`config.mk`:
```
export PLATFORM = sky130hd
export DESIGN_NAME = watches_set_ctrl
export DESIGN_NICKNAME = d
export VERILOG_FILES = /design/src/rtl/watches_pkg.sv /design/src/rtl/btn_sync_edge.sv /design/src/rtl/watches_set_ctrl.sv
export SDC_FILE = /design/constraint.sdc
export NUM_CORES = 1
export LEC_CHECK = 0
export CAP_MARGIN = 20
export CORE_ASPECT_RATIO = 1.2
export CORE_UTILIZATION = 25
export CTS_CLUSTER_SIZE = 20
export DETAILED_ROUTE_END_ITERATION = 10
export GPL_TIMING_DRIVEN = 0
export MAX_ROUTING_LAYER = met4
export SLEW_MARGIN = 20
export SYNTH_ARGS = -nofsm -noshare
export SYNTH_HDL_FRONTEND = slang
export SYNTH_HIERARCHICAL = 1
export SYNTH_SLANG_ARGS = --single-unit
```
`constraint.sdc`:
```
create_clock -name clk_i -period 2.3 [get_ports clk_i]
set_input_delay 0.46 -clock clk_i [delete_from_list [all_inputs] [get_ports clk_i]]
set_output_delay 0.46 -clock clk_i [all_outputs]
set_load 0.01 [all_outputs]
```
`src/rtl/watches_pkg.sv`:
```
// Shared types and width helpers for the watches set-mode sequencer.
package watches_pkg;

  typedef enum logic [1:0] {
    SM_RUN     = 2'd0,
    SM_SET_HR  = 2'd1,
    SM_SET_MIN = 2'd2
  } set_mode_t;

  // Bits needed to hold every value 0..max_val.
  function automatic int unsigned cnt_width(input int unsigned max_val);
    return (max_val < 2) ? 1 : $clog2(max_val + 1);
  endfunction

  localparam int unsigned DEF_CLK_HZ        = 50_000_000;
  localparam int unsigned DEF_TIMEOUT_S     = 10;
  localparam int unsigned DEF_REPEAT_DELAY  = 25_000_000;
  localparam int unsigned DEF_REPEAT_PERIOD = 5_000_000;

  localparam int unsigned DEF_DIV_W = cnt_width(DEF_CLK_HZ - 1);
  localparam int unsigned DEF_TO_W  = cnt_width(DEF_TIMEOUT_S);
  localparam int unsigned DEF_REP_W = cnt_width(DEF_REPEAT_DELAY);

endpackage

```
`src/rtl/btn_sync_edge.sv`:
```
// Two-flop synchronizer plus edge register for one debounced button level.
// rise_o is high for one cycle, two edges after the button is first sampled high.
module btn_sync_edge (
  input  logic clk_i,
  input  logic rst_n_i,
  input  logic btn_i,
  output logic rise_o,
  output logic level_o
);

  logic s1_q, s2_q, s3_q;

  always_ff @(posedge clk_i or negedge rst_n_i) begin
    if (!rst_n_i) begin
      s1_q <= 1'b0;
      s2_q <= 1'b0;
      s3_q <= 1'b0;
    end else begin
      s1_q <= btn_i;
      s2_q <= s1_q;
      s3_q <= s2_q;
    end
  end

  assign rise_o  = s2_q & ~s3_q;
  assign level_o = s2_q;

endmodule

```
`src/rtl/watches_set_ctrl.sv`:
```
// 1 Hz tact generator and RUN/SET_HR/SET_MIN time-set sequencer for the watches counters.
// Button actions become visible three clock edges after the button is first sampled high.
module watches_set_ctrl
  import watches_pkg::*;
#(
  parameter int unsigned CLK_HZ        = DEF_CLK_HZ,
  parameter int unsigned TIMEOUT_S     = DEF_TIMEOUT_S,
  parameter int unsigned REPEAT_DELAY  = DEF_REPEAT_DELAY,
  parameter int unsigned REPEAT_PERIOD = DEF_REPEAT_PERIOD
) (
  input  logic       clk_i,
  input  logic       rst_n_i,
  input  logic       mode_btn_i,
  input  logic       up_btn_i,
  output logic       last_tact_o,
  output logic       user_time_val_o,
  output logic       user_hour_up_o,
  output logic       user_min_up_o,
  output logic       sec_clr_o,
  output logic [1:0] set_mode_o
);

  localparam int unsigned REP_MAX = (REPEAT_DELAY > REPEAT_PERIOD) ? REPEAT_DELAY : REPEAT_PERIOD;
  localparam int unsigned DIV_W   = cnt_width(CLK_HZ - 1);
  localparam int unsigned TO_W    = cnt_width(TIMEOUT_S);
  localparam int unsigned REP_W   = cnt_width(REP_MAX);

  localparam logic [DIV_W-1:0] DIV_LAST = DIV_W'(CLK_HZ - 1);
  localparam logic [TO_W-1:0]  TO_LAST  = TO_W'(TIMEOUT_S - 1);
  localparam logic [REP_W-1:0] REP_DLY  = REP_W'(REPEAT_DELAY);
  localparam logic [REP_W-1:0] REP_PER  = REP_W'(REPEAT_PERIOD);

  logic mode_rise, mode_lvl_unused, up_rise, up_lvl;

  btn_sync_edge u_mode_sync (
    .clk_i   (clk_i),
    .rst_n_i (rst_n_i),
    .btn_i   (mode_btn_i),
    .rise_o  (mode_rise),
    .level_o (mode_lvl_unused)
  );

  btn_sync_edge u_up_sync (
    .clk_i   (clk_i),
    .rst_n_i (rst_n_i),
    .btn_i   (up_btn_i),
    .rise_o  (up_rise),
    .level_o (up_lvl)
  );

  set_mode_t        state_q, state_d;
  logic [DIV_W-1:0] cnt_q, cnt_d;
  logic [TO_W-1:0]  to_cnt_q, to_cnt_d;
  logic [REP_W-1:0] rep_cnt_q, rep_cnt_d;
  logic             rep_act_q, rep_act_d;
  logic             rep_phase_q, rep_phase_d;
  logic             tv_q, tv_d;
  logic             tact_q, tact_d;
  logic             hour_up_q, hour_up_d;
  logic             min_up_q, min_up_d;
  logic             sec_clr_q, sec_clr_d;
  logic             fire;

  logic in_set, wrap, timeout, up_ok;
  assign in_set  = (state_q != SM_RUN);
  assign wrap    = (cnt_q == DIV_LAST);
  assign timeout = in_set && wrap && (to_cnt_q == TO_LAST);
  assign up_ok   = in_set && up_rise && !mode_rise;

  always_comb begin
    state_d     = state_q;
    cnt_d       = wrap ? '0 : cnt_q + 1'b1;
    to_cnt_d    = to_cnt_q;
    rep_cnt_d   = rep_cnt_q;
    rep_act_d   = rep_act_q;
    rep_phase_d = rep_phase_q;
    tact_d      = 1'b0;
    hour_up_d   = 1'b0;
    min_up_d    = 1'b0;
    sec_clr_d   = 1'b0;
    fire        = 1'b0;

    // Mode beats everything; an up rise in the same cycle as a timeout keeps the state.
    if (mode_rise) begin
      case (state_q)
        SM_RUN:    state_d = SM_SET_HR;
        SM_SET_HR: state_d = SM_SET_MIN;
        default:   state_d = SM_RUN;
      endcase
    end else if (timeout && !up_rise) begin
      state_d = SM_RUN;
    end

    if (!in_set || (state_d != state_q) || mode_rise || up_rise) begin
      to_cnt_d = '0;
    end else if (wrap) begin
      to_cnt_d = to_cnt_q + 1'b1;
    end

    // Restart the second from zero when leaving set mode.
    if (in_set && (state_d == SM_RUN)) begin
      cnt_d     = '0;
      sec_clr_d = 1'b1;
    end
    tact_d = wrap && (state_q == SM_RUN) && (state_d == SM_RUN);

    // Repeat dies on release or any state change and only re-arms on a fresh rise.
    if ((state_d != state_q) || mode_rise || !up_lvl) begin
      rep_act_d   = 1'b0;
      rep_phase_d = 1'b0;
      rep_cnt_d   = '0;
    end else if (up_ok) begin
      fire        = 1'b1;
      rep_act_d   = 1'b1;
      rep_phase_d = 1'b0;
      rep_cnt_d   = REP_W'(1);
    end else if (rep_act_q) begin
      if (rep_cnt_q == (rep_phase_q ? REP_PER : REP_DLY)) begin
        fire        = 1'b1;
        rep_phase_d = 1'b1;
        rep_cnt_d   = REP_W'(1);
      end else begin
        rep_cnt_d = rep_cnt_q + 1'b1;
      end
    end

    hour_up_d = fire && (state_q == SM_SET_HR);
    min_up_d  = fire && (state_q == SM_SET_MIN);
    tv_d      = (state_d != SM_RUN);
  end

  always_ff @(posedge clk_i or negedge rst_n_i) begin
    if (!rst_n_i) begin
      state_q     <= SM_RUN;
      cnt_q       <= '0;
      to_cnt_q    <= '0;
      rep_cnt_q   <= '0;
      rep_act_q   <= 1'b0;
      rep_phase_q <= 1'b0;
      tv_q        <= 1'b0;
      tact_q      <= 1'b0;
      hour_up_q   <= 1'b0;
      min_up_q    <= 1'b0;
      sec_clr_q   <= 1'b0;
    end else begin
      state_q     <= state_d;
      cnt_q       <= cnt_d;
      to_cnt_q    <= to_cnt_d;
      rep_cnt_q   <= rep_cnt_d;
      rep_act_q   <= rep_act_d;
      rep_phase_q <= rep_phase_d;
      tv_q        <= tv_d;
      tact_q      <= tact_d;
      hour_up_q   <= hour_up_d;
      min_up_q    <= min_up_d;
      sec_clr_q   <= sec_clr_d;
    end
  end

  assign last_tact_o     = tact_q;
  assign user_time_val_o = tv_q;
  assign user_hour_up_o  = hour_up_q;
  assign user_min_up_o   = min_up_q;
  assign sec_clr_o       = sec_clr_q;
  assign set_mode_o      = state_q;

endmodule

```
==> results of run 1 <==
==> cell type report <==
cell class | count | area [um^2]
clock inverters | 7 | 73.8
flip-flops and latches | 70 | 1750
plain buffers | 20 | 114
repair buffers | 17 | 173
fillers | 1422 | 9500
well taps | 171 | 214
clock buffers | 9 | 225
multi-input cells | 280 | 1830
inverters | 15 | 56.3
==> layer usage <==
metal  up-vias  routed length [um]  track usage (%)
li1       1431                   -                -
met1      1488                3660             13.7
met4         0                 104             5.26
met5         -                   0                -
met3        10                 246             2.59
met2        40                4210             19.5
==> logic make-up (layout without fill, tap and decap cells) <==
kind of cell	Yosys count	in the layout	synth area share [%]
DFF	70	70	48.5
adders and majority gates	5	5	1.73
and+or+nand+nor	193	193	28.5
AOI/OAI and AO/OA	49	49	8.87
muxes	1	1	0.312
xor gates and xnor gates	32	32	7.76
buffers and inverters	36	68	4.29
==> through the flow <==
stage | power, mW | TNS (ps) | area [um^2]
2_1_floorplan | 1.52 | 0 | 3610
3_3_place_gp | 1.62 | -117010 | 3930
3_5_place_dp | 1.63 | -2060 | 3950
4_1_cts | 3.03 | 0 | 4280
5_1_grt | 3.13 | -469 | 4440
6_report | 3.00 | 0 | 4440
==> worst max-delay path, stage by stage (launching register included) <==
cell	delay, ps
dfrtp_1	360
buf_4	160
or4b_1	490
or3_1	340
a211o_4	380
buf_12	160
a31oi_1	170
a21oi_1	80
==> power breakdown <==
part           total [mW]  leakage, nW  internal, mW  switching (mW)
logic               0.261        0.614         0.106           0.154
registers            1.35        0.946          1.29          0.0589
clock network        1.39        0.146         0.843           0.546
==> state kept, by name, indices dropped and copies added (netlist names), 2 cells and up <==
signal	count
cnt_q	26
rep_cnt_q	25
to_cnt_q	4
set_mode_o	2
==> synth_stat cells, types with 2 or more instances <==
library cell	number	share of area (%)
nor4_1	20	3.5
nand2b_1	3	0.52
nor2b_4	2	0.76
o22a_1	2	0.49
nor2_1	52	5.4
inv_1	15	1.6
buf_2	4	0.55
a31oi_1	10	1.7
or4b_1	3	0.83
buf_6	2	0.62
a21oi_1	18	2.5
xnor2_1	18	4.4
a311oi_1	5	1.2
nand4_1	18	3.1
nor3_1	9	1.2
nand3_1	22	3.0
ha_1	5	1.7
nand2_1	35	3.6
xor2_1	14	3.4
dfrtp_1	70	48
o21ai_0	8	1.1
and4_1	3	0.73
and3_1	5	0.87
or3_1	9	1.6
clkbuf_1	15	1.6
nor4b_1	4	0.97
==> final timing paths <==
kind / depth (start not counted) / to / from
worst min register to register: 0 / u_mode_sync/level_o / u_mode_sync/s1_q
min in group asynchronous: 2 / rep_cnt_q[15] / rst_n_i
worst max register to register: 7 / rep_cnt_q[20] / rep_cnt_q[8]
worst min-delay path: 0 / u_mode_sync/level_o / u_mode_sync/s1_q
worst max-delay path: 7 / rep_cnt_q[20] / rep_cnt_q[8]
max in group asynchronous: 3 / cnt_q[9] / rst_n_i
==> timing repair <==
| action | in CTS | in global routing |
|---|---|---|
| pin swaps | 0 | 6 |
| resized for setup | 6 | 19 |
| setup buffers | 0 | 5 |
| endpoints found under the hold margin | 11 | 0 |
| endpoints found under the setup margin | 39 | 34 |
| hold buffers | 1 | 0 |
==> metrics, run 1 <==
outcome=complete, no violations; worst setup margin=40.4 ps; Port Buffers=10; Worst-path clk slew=~60 ps; Antenna diodes=0; Max Cap Viol=0; Die ar.=14900 um^2; Row Count=47; DRT Pass-1 Iters=4; grt ovf=0; initial antenna violation count=0; CP required=2510 ps; Rel. slew slack=61.7%; Iter 0 DRT Violations=87; worst-margin pin slew=570 ps; wirelength, routed=between 8 and 9 mm; Vias/cell=around 5; largest net degree at the start of global routing=56; commonest cells after routing, fill and taps aside=dfrtp_1 (69), nor2_1 (52), nand2_1 (34), nor4_1 (20), nand3_1 (20); DP Worst Slack=-112 ps; hold crit path type=flip-flop to flip-flop; global-route wire length before repair=about 14 mm; Die Width=112 um; GP Congestion=0.793; core area=about 14000 um^2; CP Class=flip-flop to flip-flop; Final period util=about 98%; Final ANT Viol Nets=0; final hold viol count=0; clk sinks=70; VDD IR-drop max=0.415 mV; # nets final=422; Final Critical Period=2260 ps; cell total after placement=568; DR WL/cell=between 10 and 15 um; Finished Layout Cells=roughly 590; H-tree depth=3; sequential fraction of the synthesis area=48.5%; Post-synth ARST share=100%; TritonCTS Buffers=9; area grow syn2layout=22.9%; R2R Setup Slk=40 ps; worst skew pair latency=330 ps; clk buf depth=2; vias post-DR=2969; skew final=7.06 ps; Post-Syn Instances=between 300 and 400; Synth warnings=6; Post-Syn Nets=395; WP data arrival=2470 ps; fraction of layout instances using a drive strength above 1=12.9%; clock root cell=clkbuf_16; CP Max Fanout=10; Final Util=31.9%; Min Hold Slack=350 ps; initial core utilization=25.9%; Static Leak=1.71 nW; vias in the first global route=2911; drc violations=0; Fmax=443 MHz; final max-slew violation count=0; hpwl dp=approximately 5.5 mm; # setup viols final=0; # IOs=11; die height=around 130 um; Post-synth EDFFs=0; RSZ-0062 raised after global routing=yes; #FFs+latches synth=70; Unique masters post-synth=a little over 40; PD cells=676 nW/um^2; synthesized area=approximately 3600 um^2; GRT Util Overall=11.8%; Synth Flop Type=dfrtp_1; commonest non-fill, non-tap cell in the layout=dfrtp_1; crit path launch type=flip-flop; TritonCTS clock tree=yes; endpoint class of the critical path=flip-flop; Post-Syn Area per Cell=9.36 um^2
No activity file was read; power rests on OpenSTA's default activity.
==> run 2, diff against run 1 <==
--- a/config.mk
+++ b/config.mk
@@ -5,6 +5,7 @@
 export SDC_FILE = /design/constraint.sdc
 export NUM_CORES = 1
 export LEC_CHECK = 0
+export ABC_AREA = 0
 export CAP_MARGIN = 20
 export CORE_ASPECT_RATIO = 1.2
 export CORE_UTILIZATION = 25
==> results of run 2 <==
The final DEF is identical to that of run 1; final timing and power are the same.
==> run 3, diff against run 2 <==
--- a/config.mk
+++ b/config.mk
@@ -7,7 +7,6 @@
 export LEC_CHECK = 0
 export ABC_AREA = 0
 export CAP_MARGIN = 20
-export CORE_ASPECT_RATIO = 1.2
 export CORE_UTILIZATION = 25
 export CTS_CLUSTER_SIZE = 20
 export DETAILED_ROUTE_END_ITERATION = 10
==> metrics, run 3 (synthesized netlist as in run 1, its figures left out) <==
PD cells=686 nW/um^2; final hold viol count=0; DRT Pass-1 Iters=4; vias in the first global route=roughly 2800; CP required=2510 ps; H-tree depth=3; outcome=complete, no violations; hpwl dp=5.11 mm; wirelength, routed=a little under 8 mm; clk buf depth=2; worst-margin pin slew=664 ps; Max Cap Viol=0; area grow syn2layout=25.3%; WP data arrival=between 2000 and 2500 ps; max FFs per register=26; clk sinks=70; CP Max Fanout=8; commonest non-fill, non-tap cell in the layout=dfrtp_1; RSZ-0062 raised after global routing=yes; Vias/cell=4.83; Static Leak=1.74 nW; GP Congestion=0.853; Final Critical Period=2270 ps; Row Count=43; Worst-path clk slew=50 ps; initial antenna violation count=0; fraction of layout instances using a drive strength above 1=14.4%; initial core utilization=25.8%; # IOs=11; VDD IR-drop max=0.374 mV; TritonCTS Buffers=9; core area=14000 um^2; hold crit path type=input port to asynchronous set/reset pin; CP Class=flip-flop to flip-flop; # setup viols final=0; TritonCTS clock tree=yes; grt ovf=0; skew final=8.65 ps; CP startpoint=rep_cnt_q[8]; drc violations=0; Antenna diodes=0; DR WL/cell=13.2 um; # nets final=421; post-cts hold buffer count=0; vias post-DR=2885; Port Buffers=10; DP Worst Slack=-105 ps; clock root cell=clkbuf_16; Die ar.=14900 um^2; Fmax=441 MHz; Rel. slew slack=55.3%; reg-to-reg startpoint=rep_cnt_q[8]; Die Width=roughly 120 um; final max-slew violation count=0; worst skew pair latency=330 ps; GRT Util Overall=11.3%; crit path launch type=flip-flop; Final period util=between 90% and 100%; worst setup margin=33.4 ps; largest register by flop count=cnt_q; commonest cells after routing, fill and taps aside=dfrtp_1 (68), nor2_1 (52), nand2_1 (34), nand3_1 (20), nor4_1 (19); die height=122 um; Power Total=3.11 mW; global-route wire length before repair=between 10 and 15 mm; Final ANT Viol Nets=0; Iter 0 DRT Violations=228; endpoint class of the critical path=flip-flop; biggest regs=cnt_q: 26 flops, rep_cnt_q: 25 flops, to_cnt_q: 4 flops; largest net degree at the start of global routing=51
## run 3: cell types whose count changed in the layout (fill, tap and decap cells not counted), sizes merged
cell	before	now
bufinv	1	2
clkbuf	23	25
clkinv	4	3
clkinvlp	1	0
dlygate4sd3	1	0
inv	16	15
## run 3: cell type report
| type | count | area, um^2 |
|---|---|---|
| tap | 180 | 225 |
| timing repair buffer | 19 | 203 |
| clock inverter | 5 | 82.6 |
| inverter | 15 | 56.3 |
| buffer | 17 | 98.8 |
| multi-input combinational | 280 | 1860 |
| clock buffer | 11 | 243 |
| sequential | 70 | 1750 |
| fill | 1444 | 9460 |
## run 3: layer usage
layer	part of all wire (%)	global-route usage, %	vias up
met2	49	17.4	40
met3	3.6	4.12	6
li1	-	-	1426
met4	0.67	2.44	0
met5	0	-	-
met1	47	14.0	1413
## run 3: worst paths after layout
check	end	slack [ps]	depth (start not counted)
min in group clk_i	u_mode_sync/level_o	350	0
setup / recovery	rep_cnt_q[18]	30	6
hold reg to reg	u_mode_sync/level_o	350	0
hold / removal	rep_cnt_q[13]	20	1
setup reg to reg	rep_cnt_q[18]	30	6
max in group asynchronous	cnt_q[9]	1740	2
## run 3: where the power goes
part	switching (mW)	leakage [nW]	total (mW)	internal, mW
Sequential	0.0606	0.944	1.35	1.29
Clock	0.517	0.160	1.50	0.980
Combinational	0.150	0.639	0.256	0.105
## run 3: critical path, cell delays in order, from the launching register on
cell and delay (ps):
dfrtp_2 460, or4b_1 520, or3_4 340, a211o_4 400, clkbuf_16 190, a31oi_4 160
a21oi_2 70
## run 3: what timing repair did
action	CTS	global route
gates resized for setup	5	23
gates cloned	0	1
pin swaps	0	4
setup buffers	0	7
setup endpoints to repair	38	42
## run 3: stage by stage
step | util (%) | hold WS, ps | instances | cell area (um^2) | setup TNS (ps)
floorplan | - | 164 | 386 | 3610 | 0
global placement | 28.1 | 335 | 576 | 3940 | -116370
detailed placement | 28.3 | 351 | 577 | 3960 | -1800
CTS | 30.8 | 15.3 | 593 | 4310 | 0
global route | 32.4 | 24.5 | 597 | 4530 | -50.6
finish | 32.4 | 17.2 | 597 | 4530 | 0
